$ cat src/rtl/m2v_coef_reader_if.sv
// Coefficient-side and IDCT-side signals of the MPEG-2 coefficient reader.
// The master is the environment: the sequencer, the coefficient source and the IDCT sink.
interface m2v_coef_reader_if #(
   parameter int OUT_W = 12
);
   logic                    ready_coef;
   logic                    block_start;
   logic                    s2_enable;
   logic                    s2_coded;
   logic                    coef_sign;
   logic [11:0]             coef_data;
   logic                    coef_next;
   logic                    out_valid;
   logic                    out_ready;
   logic signed [OUT_W-1:0] out_data;
   logic                    out_last;
   logic                    err_ovf;

   modport master (
      input  ready_coef, coef_next, out_valid, out_data, out_last, err_ovf,
      output block_start, s2_enable, s2_coded, coef_sign, coef_data, out_ready
   );

   modport slave (
      output ready_coef, coef_next, out_valid, out_data, out_last, err_ovf,
      input  block_start, s2_enable, s2_coded, coef_sign, coef_data, out_ready
   );
endinterface

$ cat src/rtl/m2v_coef_reader.sv
// Pulls 64 sign-magnitude coefficients per block into a ping-pong buffer.
// Streams each buffered block in raster order to the IDCT over valid/ready.
module m2v_coef_reader #(
   parameter int FETCH_LAT = 2,
   parameter int OUT_W     = 12
) (
   input logic              clk,
   input logic              reset_n,
   input logic              softreset,
   m2v_coef_reader_if.slave bus
);
   localparam int SAT_MAX = (1 <<< (OUT_W - 1)) - 1;
   localparam int SAT_MIN = -(1 <<< (OUT_W - 1));

   typedef enum logic [1:0] {F_IDLE, F_WAIT, F_FETCH, F_COMMIT} fill_t;
   typedef enum logic {D_IDLE, D_SEND} drain_t;

   fill_t                   fill_q, fill_d;
   logic [2:0]              lat_q, lat_d;
   logic [5:0]              idx_q, idx_d;
   logic                    wr_q, wr_d;
   logic                    coef_next_q, coef_next_d;
   logic [1:0]              full_q, full_d;
   logic [1:0]              zero_q, zero_d;
   logic                    err_q, err_d;
   drain_t                  drain_q, drain_d;
   logic                    rd_q, rd_d;
   logic [5:0]              cnt_q, cnt_d;
   logic                    out_valid_q, out_valid_d;
   logic                    out_last_q, out_last_d;
   logic signed [OUT_W-1:0] out_data_q, out_data_d;

   logic signed [OUT_W-1:0] mem [0:127];

   logic       ready_coef;
   logic [1:0] commit_mask, set_mask, clr_mask, full_now, zero_now;
   logic       set_zero;
   logic       load;
   logic       ld_bank;
   logic [5:0] ld_idx;

   function automatic logic signed [OUT_W-1:0] sat_coef(input logic sign, input logic [11:0] mag);
      logic signed [31:0] v;
      v = $signed({20'd0, mag});
      if (sign) v = -v;
      if (v > SAT_MAX) v = SAT_MAX;
      else if (v < SAT_MIN) v = SAT_MIN;
      return v[OUT_W-1:0];
   endfunction

   assign ready_coef  = (fill_q == F_IDLE) && !full_q[wr_q];
   assign commit_mask = (fill_q == F_COMMIT) ? (2'b01 << wr_q) : 2'b00;
   // A bank committing this cycle is visible to the drain at once, saving a cycle of latency.
   assign full_now    = full_q | commit_mask;
   assign zero_now    = zero_q & ~commit_mask;

   always_comb begin
      fill_d      = fill_q;
      lat_d       = lat_q;
      idx_d       = idx_q;
      wr_d        = wr_q;
      coef_next_d = coef_next_q;
      err_d       = err_q;
      set_mask    = 2'b00;
      set_zero    = 1'b0;
      if (bus.block_start && !ready_coef) err_d = 1'b1;
      case (fill_q)
         F_IDLE: if (bus.block_start && ready_coef && bus.s2_enable) begin
            if (!bus.s2_coded) begin
               set_mask = 2'b01 << wr_q;
               set_zero = 1'b1;
               wr_d     = ~wr_q;
            end else if (FETCH_LAT == 1) begin
               fill_d      = F_FETCH;
               coef_next_d = 1'b1;
               idx_d       = '0;
            end else begin
               fill_d = F_WAIT;
               lat_d  = 3'(FETCH_LAT - 1);
            end
         end
         F_WAIT: begin
            lat_d = lat_q - 3'd1;
            if (lat_q == 3'd1) begin
               fill_d      = F_FETCH;
               coef_next_d = 1'b1;
               idx_d       = '0;
            end
         end
         F_FETCH: begin
            idx_d = idx_q + 6'd1;
            if (idx_q == 6'd63) begin
               fill_d      = F_COMMIT;
               coef_next_d = 1'b0;
            end
         end
         F_COMMIT: begin
            set_mask = commit_mask;
            wr_d     = ~wr_q;
            fill_d   = F_IDLE;
         end
         default: fill_d = F_IDLE;
      endcase
   end

   always_comb begin
      drain_d     = drain_q;
      rd_d        = rd_q;
      cnt_d       = cnt_q;
      out_valid_d = out_valid_q;
      out_last_d  = out_last_q;
      clr_mask    = 2'b00;
      load        = 1'b0;
      ld_bank     = rd_q;
      ld_idx      = '0;
      case (drain_q)
         D_IDLE: if (full_now[rd_q]) begin
            load    = 1'b1;
            cnt_d   = '0;
            drain_d = D_SEND;
         end
         D_SEND: if (bus.out_ready) begin
            if (cnt_q == 6'd63) begin
               clr_mask = 2'b01 << rd_q;
               rd_d     = ~rd_q;
               cnt_d    = '0;
               if (full_now[~rd_q]) begin
                  load    = 1'b1;
                  ld_bank = ~rd_q;
               end else begin
                  drain_d     = D_IDLE;
                  out_valid_d = 1'b0;
                  out_last_d  = 1'b0;
               end
            end else begin
               load   = 1'b1;
               ld_idx = cnt_q + 6'd1;
               cnt_d  = cnt_q + 6'd1;
            end
         end
         default: drain_d = D_IDLE;
      endcase
      // Registered RAM read: the next beat is fetched while the current one is presented.
      out_data_d = out_data_q;
      if (load) begin
         out_valid_d = 1'b1;
         out_last_d  = (ld_idx == 6'd63);
         out_data_d  = zero_now[ld_bank] ? '0 : mem[{ld_bank, ld_idx}];
      end
   end

   assign full_d = (full_q | set_mask) & ~clr_mask;
   assign zero_d = set_zero ? (zero_q | set_mask) : (zero_q & ~set_mask);

   always_ff @(posedge clk) begin
      if (coef_next_q) mem[{wr_q, idx_q}] <= sat_coef(bus.coef_sign, bus.coef_data);
   end

   always_ff @(posedge clk or negedge reset_n) begin
      if (!reset_n) begin
         fill_q <= F_IDLE;  lat_q <= '0;  idx_q <= '0;  wr_q <= 1'b0;
         coef_next_q <= 1'b0;  full_q <= '0;  zero_q <= '0;  err_q <= 1'b0;
         drain_q <= D_IDLE;  rd_q <= 1'b0;  cnt_q <= '0;
         out_valid_q <= 1'b0;  out_last_q <= 1'b0;  out_data_q <= '0;
      end else if (softreset) begin
         fill_q <= F_IDLE;  lat_q <= '0;  idx_q <= '0;  wr_q <= 1'b0;
         coef_next_q <= 1'b0;  full_q <= '0;  zero_q <= '0;  err_q <= 1'b0;
         drain_q <= D_IDLE;  rd_q <= 1'b0;  cnt_q <= '0;
         out_valid_q <= 1'b0;  out_last_q <= 1'b0;  out_data_q <= '0;
      end else begin
         fill_q <= fill_d;  lat_q <= lat_d;  idx_q <= idx_d;  wr_q <= wr_d;
         coef_next_q <= coef_next_d;  full_q <= full_d;  zero_q <= zero_d;  err_q <= err_d;
         drain_q <= drain_d;  rd_q <= rd_d;  cnt_q <= cnt_d;
         out_valid_q <= out_valid_d;  out_last_q <= out_last_d;  out_data_q <= out_data_d;
      end
   end

   assign bus.ready_coef = ready_coef;
   assign bus.coef_next  = coef_next_q;
   assign bus.out_valid  = out_valid_q;
   assign bus.out_data   = out_data_q;
   assign bus.out_last   = out_last_q;
   assign bus.err_ovf    = err_q;
endmodule
$ cat src/flat_wrapper.sv
// flat-port wrapper written by rule: the top's interface ports become plain ports
module m2v_coef_reader_flat 
#(
   parameter int FETCH_LAT = 2,
   parameter int OUT_W     = 12
)
  (clk, reset_n, softreset, bus_ready_coef, bus_coef_next, bus_out_valid, bus_out_data, bus_out_last, bus_err_ovf, bus_block_start, bus_s2_enable, bus_s2_coded, bus_coef_sign, bus_coef_data, bus_out_ready);
  m2v_coef_reader_if #(.OUT_W(OUT_W)) bus_i ();
  input logic clk;
  input logic reset_n;
  input logic softreset;
  output wire logic [$bits(bus_i.ready_coef)-1:0] bus_ready_coef;
  output wire logic [$bits(bus_i.coef_next)-1:0] bus_coef_next;
  output wire logic [$bits(bus_i.out_valid)-1:0] bus_out_valid;
  output wire logic [$bits(bus_i.out_data)-1:0] bus_out_data;
  output wire logic [$bits(bus_i.out_last)-1:0] bus_out_last;
  output wire logic [$bits(bus_i.err_ovf)-1:0] bus_err_ovf;
  input wire logic [$bits(bus_i.block_start)-1:0] bus_block_start;
  input wire logic [$bits(bus_i.s2_enable)-1:0] bus_s2_enable;
  input wire logic [$bits(bus_i.s2_coded)-1:0] bus_s2_coded;
  input wire logic [$bits(bus_i.coef_sign)-1:0] bus_coef_sign;
  input wire logic [$bits(bus_i.coef_data)-1:0] bus_coef_data;
  input wire logic [$bits(bus_i.out_ready)-1:0] bus_out_ready;
  assign bus_ready_coef = bus_i.ready_coef;
  assign bus_coef_next = bus_i.coef_next;
  assign bus_out_valid = bus_i.out_valid;
  assign bus_out_data = bus_i.out_data;
  assign bus_out_last = bus_i.out_last;
  assign bus_err_ovf = bus_i.err_ovf;
  assign bus_i.block_start = bus_block_start;
  assign bus_i.s2_enable = bus_s2_enable;
  assign bus_i.s2_coded = bus_s2_coded;
  assign bus_i.coef_sign = bus_coef_sign;
  assign bus_i.coef_data = bus_coef_data;
  assign bus_i.out_ready = bus_out_ready;
  m2v_coef_reader #(.FETCH_LAT(FETCH_LAT), .OUT_W(OUT_W)) u_core (.clk(clk), .reset_n(reset_n), .softreset(softreset), .bus(bus_i));
endmodule
$ cat config.mk
export PLATFORM = sky130hd
export DESIGN_NAME = m2v_coef_reader_flat
export DESIGN_NICKNAME = d
export VERILOG_FILES = /design/src/rtl/m2v_coef_reader_if.sv /design/src/rtl/m2v_coef_reader.sv /design/src/flat_wrapper.sv
export SDC_FILE = /design/constraint.sdc
export NUM_CORES = 2
export LEC_CHECK = 0
export CELL_PAD_IN_SITES_DETAIL_PLACEMENT = 0
export CELL_PAD_IN_SITES_GLOBAL_PLACEMENT = 1
export CORE_ASPECT_RATIO = 0.9
export CORE_MARGIN = 4
export CORE_UTILIZATION = 53
export DETAILED_ROUTE_END_ITERATION = 7
export MAX_ROUTING_LAYER = met4
export PLACE_DENSITY_LB_ADDON = 0.15
export SLEW_MARGIN = 25
export SYNTH_ARGS = -nofsm -noshare
export SYNTH_HDL_FRONTEND = slang
export SYNTH_SLANG_ARGS = --single-unit
$ cat constraint.sdc
create_clock -name clk -period 3.8 [get_ports clk]
set_input_delay 0.76 -clock clk [delete_from_list [all_inputs] [get_ports clk]]
set_output_delay 0.76 -clock clk [all_outputs]
set_load 0.01 [all_outputs]
==> qor.csv <==
stage,metric,value,unit
pwr,Lkg Pwr,25.2,nW
synthesis,Syn. warnings,0,
timing,setup violators final,0,
floorplan,Initial Util,53.3,%
synthesis,Synth Area in Compound Gates,7.83,%
timing,minimum clock period after layout,3680,ps
layout,share of layout cells above drive strength 1,17.4,%
clock_tree,clock transition at the registers of the reported paths,60,ps
synthesis,Yosys reg bits,1576,
setup_path,R2R cell count,12,
global_route,number of global-route vias before repair,38512,
floorplan,# IOs,37,
run_status,outcome,"complete, no violations",
setup_path,crit path max fanout,17,
placed_design,dpl hpwl,115,mm
setup_path,Critical Path Source Type,flop,
clock_tree,"Clk Latency, worst-skew pair",790,ps
route,router iterations before antenna repair,6,
synthesis,"Seq/Total Area, Yosys",74.3,%
synthesis,xor and xnor fraction of the mapped netlist area,0.235,%
timing,Slew @ Worst Pin,1000,ps
global_route,GRT Total Usage,30.8,%
synthesis,Post-synth EDFFs,1536,
global_route,total global routing overflow,0,
synthesis,Post-Syn Nets,4440,
pwr,Max VDD drop,0.484,mV
synthesis,ranking of synthesized cells by area,"edfxtp_1, nand2_1, mux2i_1",
timing,RSZ-0062 raised after global routing,no,
synthesis,largest family of logic cells by synthesized area,simple AND/OR/NAND/NOR gates,
placed_design,Port Buffer Count,36,
route,post-DR vias/cell,6.21,
pwr,power after layout,0.0373,W
min_path,worst hold-check path type,in2async,
route,Routed Antenna Nets,0,
synthesis,Netlist Area Pre-Place,63400,um2
timing,final hold violations,0,
global_route,first-pass GRT wire length,270,mm
route,Detailed Route WL,187,mm
synthesis,most frequent cell after synthesis,edfxtp_1,
synthesis,top cell types by occurrence after synthesis,"edfxtp_1, nand2_1, nand3_1, mux2i_1, nor2_1",
clock_tree,clk root buf,clkbuf_16,
layout,area grow syn2layout,17.9,%
timing,Max Clock Skew,25.6,ps
timing,Max Slew Vio Count,0,
synthesis,syn_area_per_cell,14.4,um2
pwr,internal power,0.0290,W
synthesis,Synth async-reset ratio,2.54,%
synthesis,post-synthesis simple-gate area fraction,10.6,%
setup_path,CP Capture Type,flop,
route,Via Count,40600,
clock_tree,Num CTS Buffers,157,
synthesis,cell taking the most area after synthesis,edfxtp_1,
pwr,clock network power share,40.1,%
route,routed len/inst,28.6,um
synthesis,mux share of post-synthesis cell area,4.56,%
clock_tree,Max Root-Sink Buffers,3,
timing,period utilization,97.0,%
synthesis,synth unique cells,78,
pwr,Reg power frac,52.5,%
floorplan,die width,373,um
timing,hold slack,13.3,ps
floorplan,die area,125000,um2
global_route,initial antenna violation count,4,
synthesis,top cell type's share of synthesized area,72.8,%
setup_path,crit path kind,reg2reg,
pwr,Sw Ratio,22.4,%
setup_path,RR Endpoint,u_core.bus.out_data[3],
job,Max-Cap Viols,0,
synthesis,Syn Inst Count,4409,
synthesis,Synth Area in Adders,0.217,%
setup_path,CP Data Required Time,4520,ps
pwr,Gate power share,7.4,%
timing,max_slew headroom,33.1,%
layout,Final Core Density,62.9,%
global_route,largest net degree at the start of global routing,80,
clock_tree,TritonCTS Sinks,1576,
timing,Fmax,0.271,GHz
clock_tree,CTS tree,yes,
route,initial DRC count,5165,
floorplan,std cell rows,120,
setup_path,RR Startpoint,u_core.cnt_q[0],
pwr,P per Cell Area,500,nW/um2
clock_tree,CTS H-tree depth,4,
setup_path,CP arrival,4410,ps
synthesis,"Top FF cell, synth",edfxtp_1,
floorplan,Core ar.,119000,um2
placed_design,final RePlAce weighted congestion,0.893,
route,drc violations,0,
layout,Layout Nets,4864,
setup_path,Reg2Reg Setup Slack,120,ps
pwr,Net Switching,0.00838,W
floorplan,Die Ht,336,um
## area by class of cell
class,instances,area [um2]
diodes,4,10.0
clock buffers,218,4300
clock inverters,59,592
fillers,8809,44200
inverters,14,52.6
multi-input cells,2532,15200
flip-flops and latches,1576,47100
well taps,1586,1980
repair buffers,552,5460
## flip-flops by register name, summed over array words and instances (netlist names), 2 cells and up
name and count:
u_core.bus.out_data 12, u_core.cnt_q 6, u_core.fill_q 2, u_core.full_q 2, u_core.idx_q 6, u_core.lat_q 3, u_core.mem 1536, u_core.zero_q 2
## how the worst max path moves through the flow
stage | startpoint | to | slack (ps) | cells after the start
2_1_floorplan | bus_coef_data[3] | u_core.mem[0][0] | -650 | 9
3_3_place_gp | bus_out_ready | u_core.bus.out_data[9] | -900 | 12
3_5_place_dp | bus_out_ready | u_core.bus.out_data[9] | -970 | 12
4_1_cts | u_core.cnt_q[1] | u_core.bus.out_data[9] | 20 | 13
5_1_grt | u_core.cnt_q[0] | u_core.bus.out_data[2] | 7 | 13
6_report | u_core.cnt_q[0] | u_core.bus.out_data[3] | 120 | 12
## cell usage in the layout, fill, tap and decap left out, drive strengths merged, types with 26 or more instances in the layout
cell,netlist,routed
nand3,304,304
edfxtp,1536,1536
a21oi,166,166
clkinv,0,40
o211ai,43,43
mux2i,190,190
nand4,26,26
a211o,41,41
a221oi,46,46
and3,53,53
nor2,172,172
mux2,40,40
clkdlybuf4s50,0,35
a31oi,75,75
nor3,28,28
buf,170,517
o21ai,139,139
clkbuf,117,218
dfrtp,40,40
a221o,44,44
nand2,851,851
a22oi,58,58
## worst max-delay path, stage by stage (launching register included)
cell and delay [ps]:
dfrtp_1 460, ha_4 280, nand3_4 90, buf_4 200, o21ai_2 180, buf_4 260
a2111oi_0 160, a31oi_1 160, a31oi_1 190, a2111oi_1 920, nor4bb_1 390, buf_4 210
a2111o_1 110
## repair_timing
| action | in CTS | in global routing |
|---|---|---|
| hold buffers | 0 | 0 |
| gates cloned | 0 | 0 |
| pin swaps | 1 | 1 |
| setup endpoints to repair | 4 | 5 |
| resized for setup | 6 | 2 |
| buffers inserted | 0 | 3 |
| hold endpoints to repair | 0 | 0 |
## power groups by stage
stage | clock [W] | sequential, W | combinational, W
floorplan | 0 | 0.0199 | 0.00136
global placement | 0 | 0.0200 | 0.00270
detailed placement | 0 | 0.0200 | 0.00274
CTS | 0.0152 | 0.0196 | 0.00275
global route | 0.0159 | 0.0196 | 0.00296
finish | 0.0150 | 0.0196 | 0.00278
## cells by family (layout without fill, tap and decap cells)
kind of cell,Yosys count,in the layout
flops,1576,1576
simple gates,1530,1530
compound gates,723,723
buf+inv,301,843
mux,254,254
xor+xnor,14,14
fa+ha+maj,11,11
other cells,0,4
## metal layers
layer | vias up | GRT usage [%] | share of wire, %
li1 | 17709 | - | -
met1 | 20625 | 44.3 | 42
met2 | 1963 | 44.3 | 44
met3 | 303 | 7.03 | 10
met4 | 0 | 9.47 | 3.1
met5 | - | - | 0
## stage by stage
step,std cells,worst slack (ps),setup TNS [ps],area (um2)
after floorplan,4409,-654,-889220,63600
after global placement,6257,-898,-561490,69800
after detailed placement,6257,-967,-528170,69800
after CTS,6534,18.2,0,74700
after global routing,6538,6.63,0,74700
final,6541,115,0,74800
(Power assumes the default switching activity.)
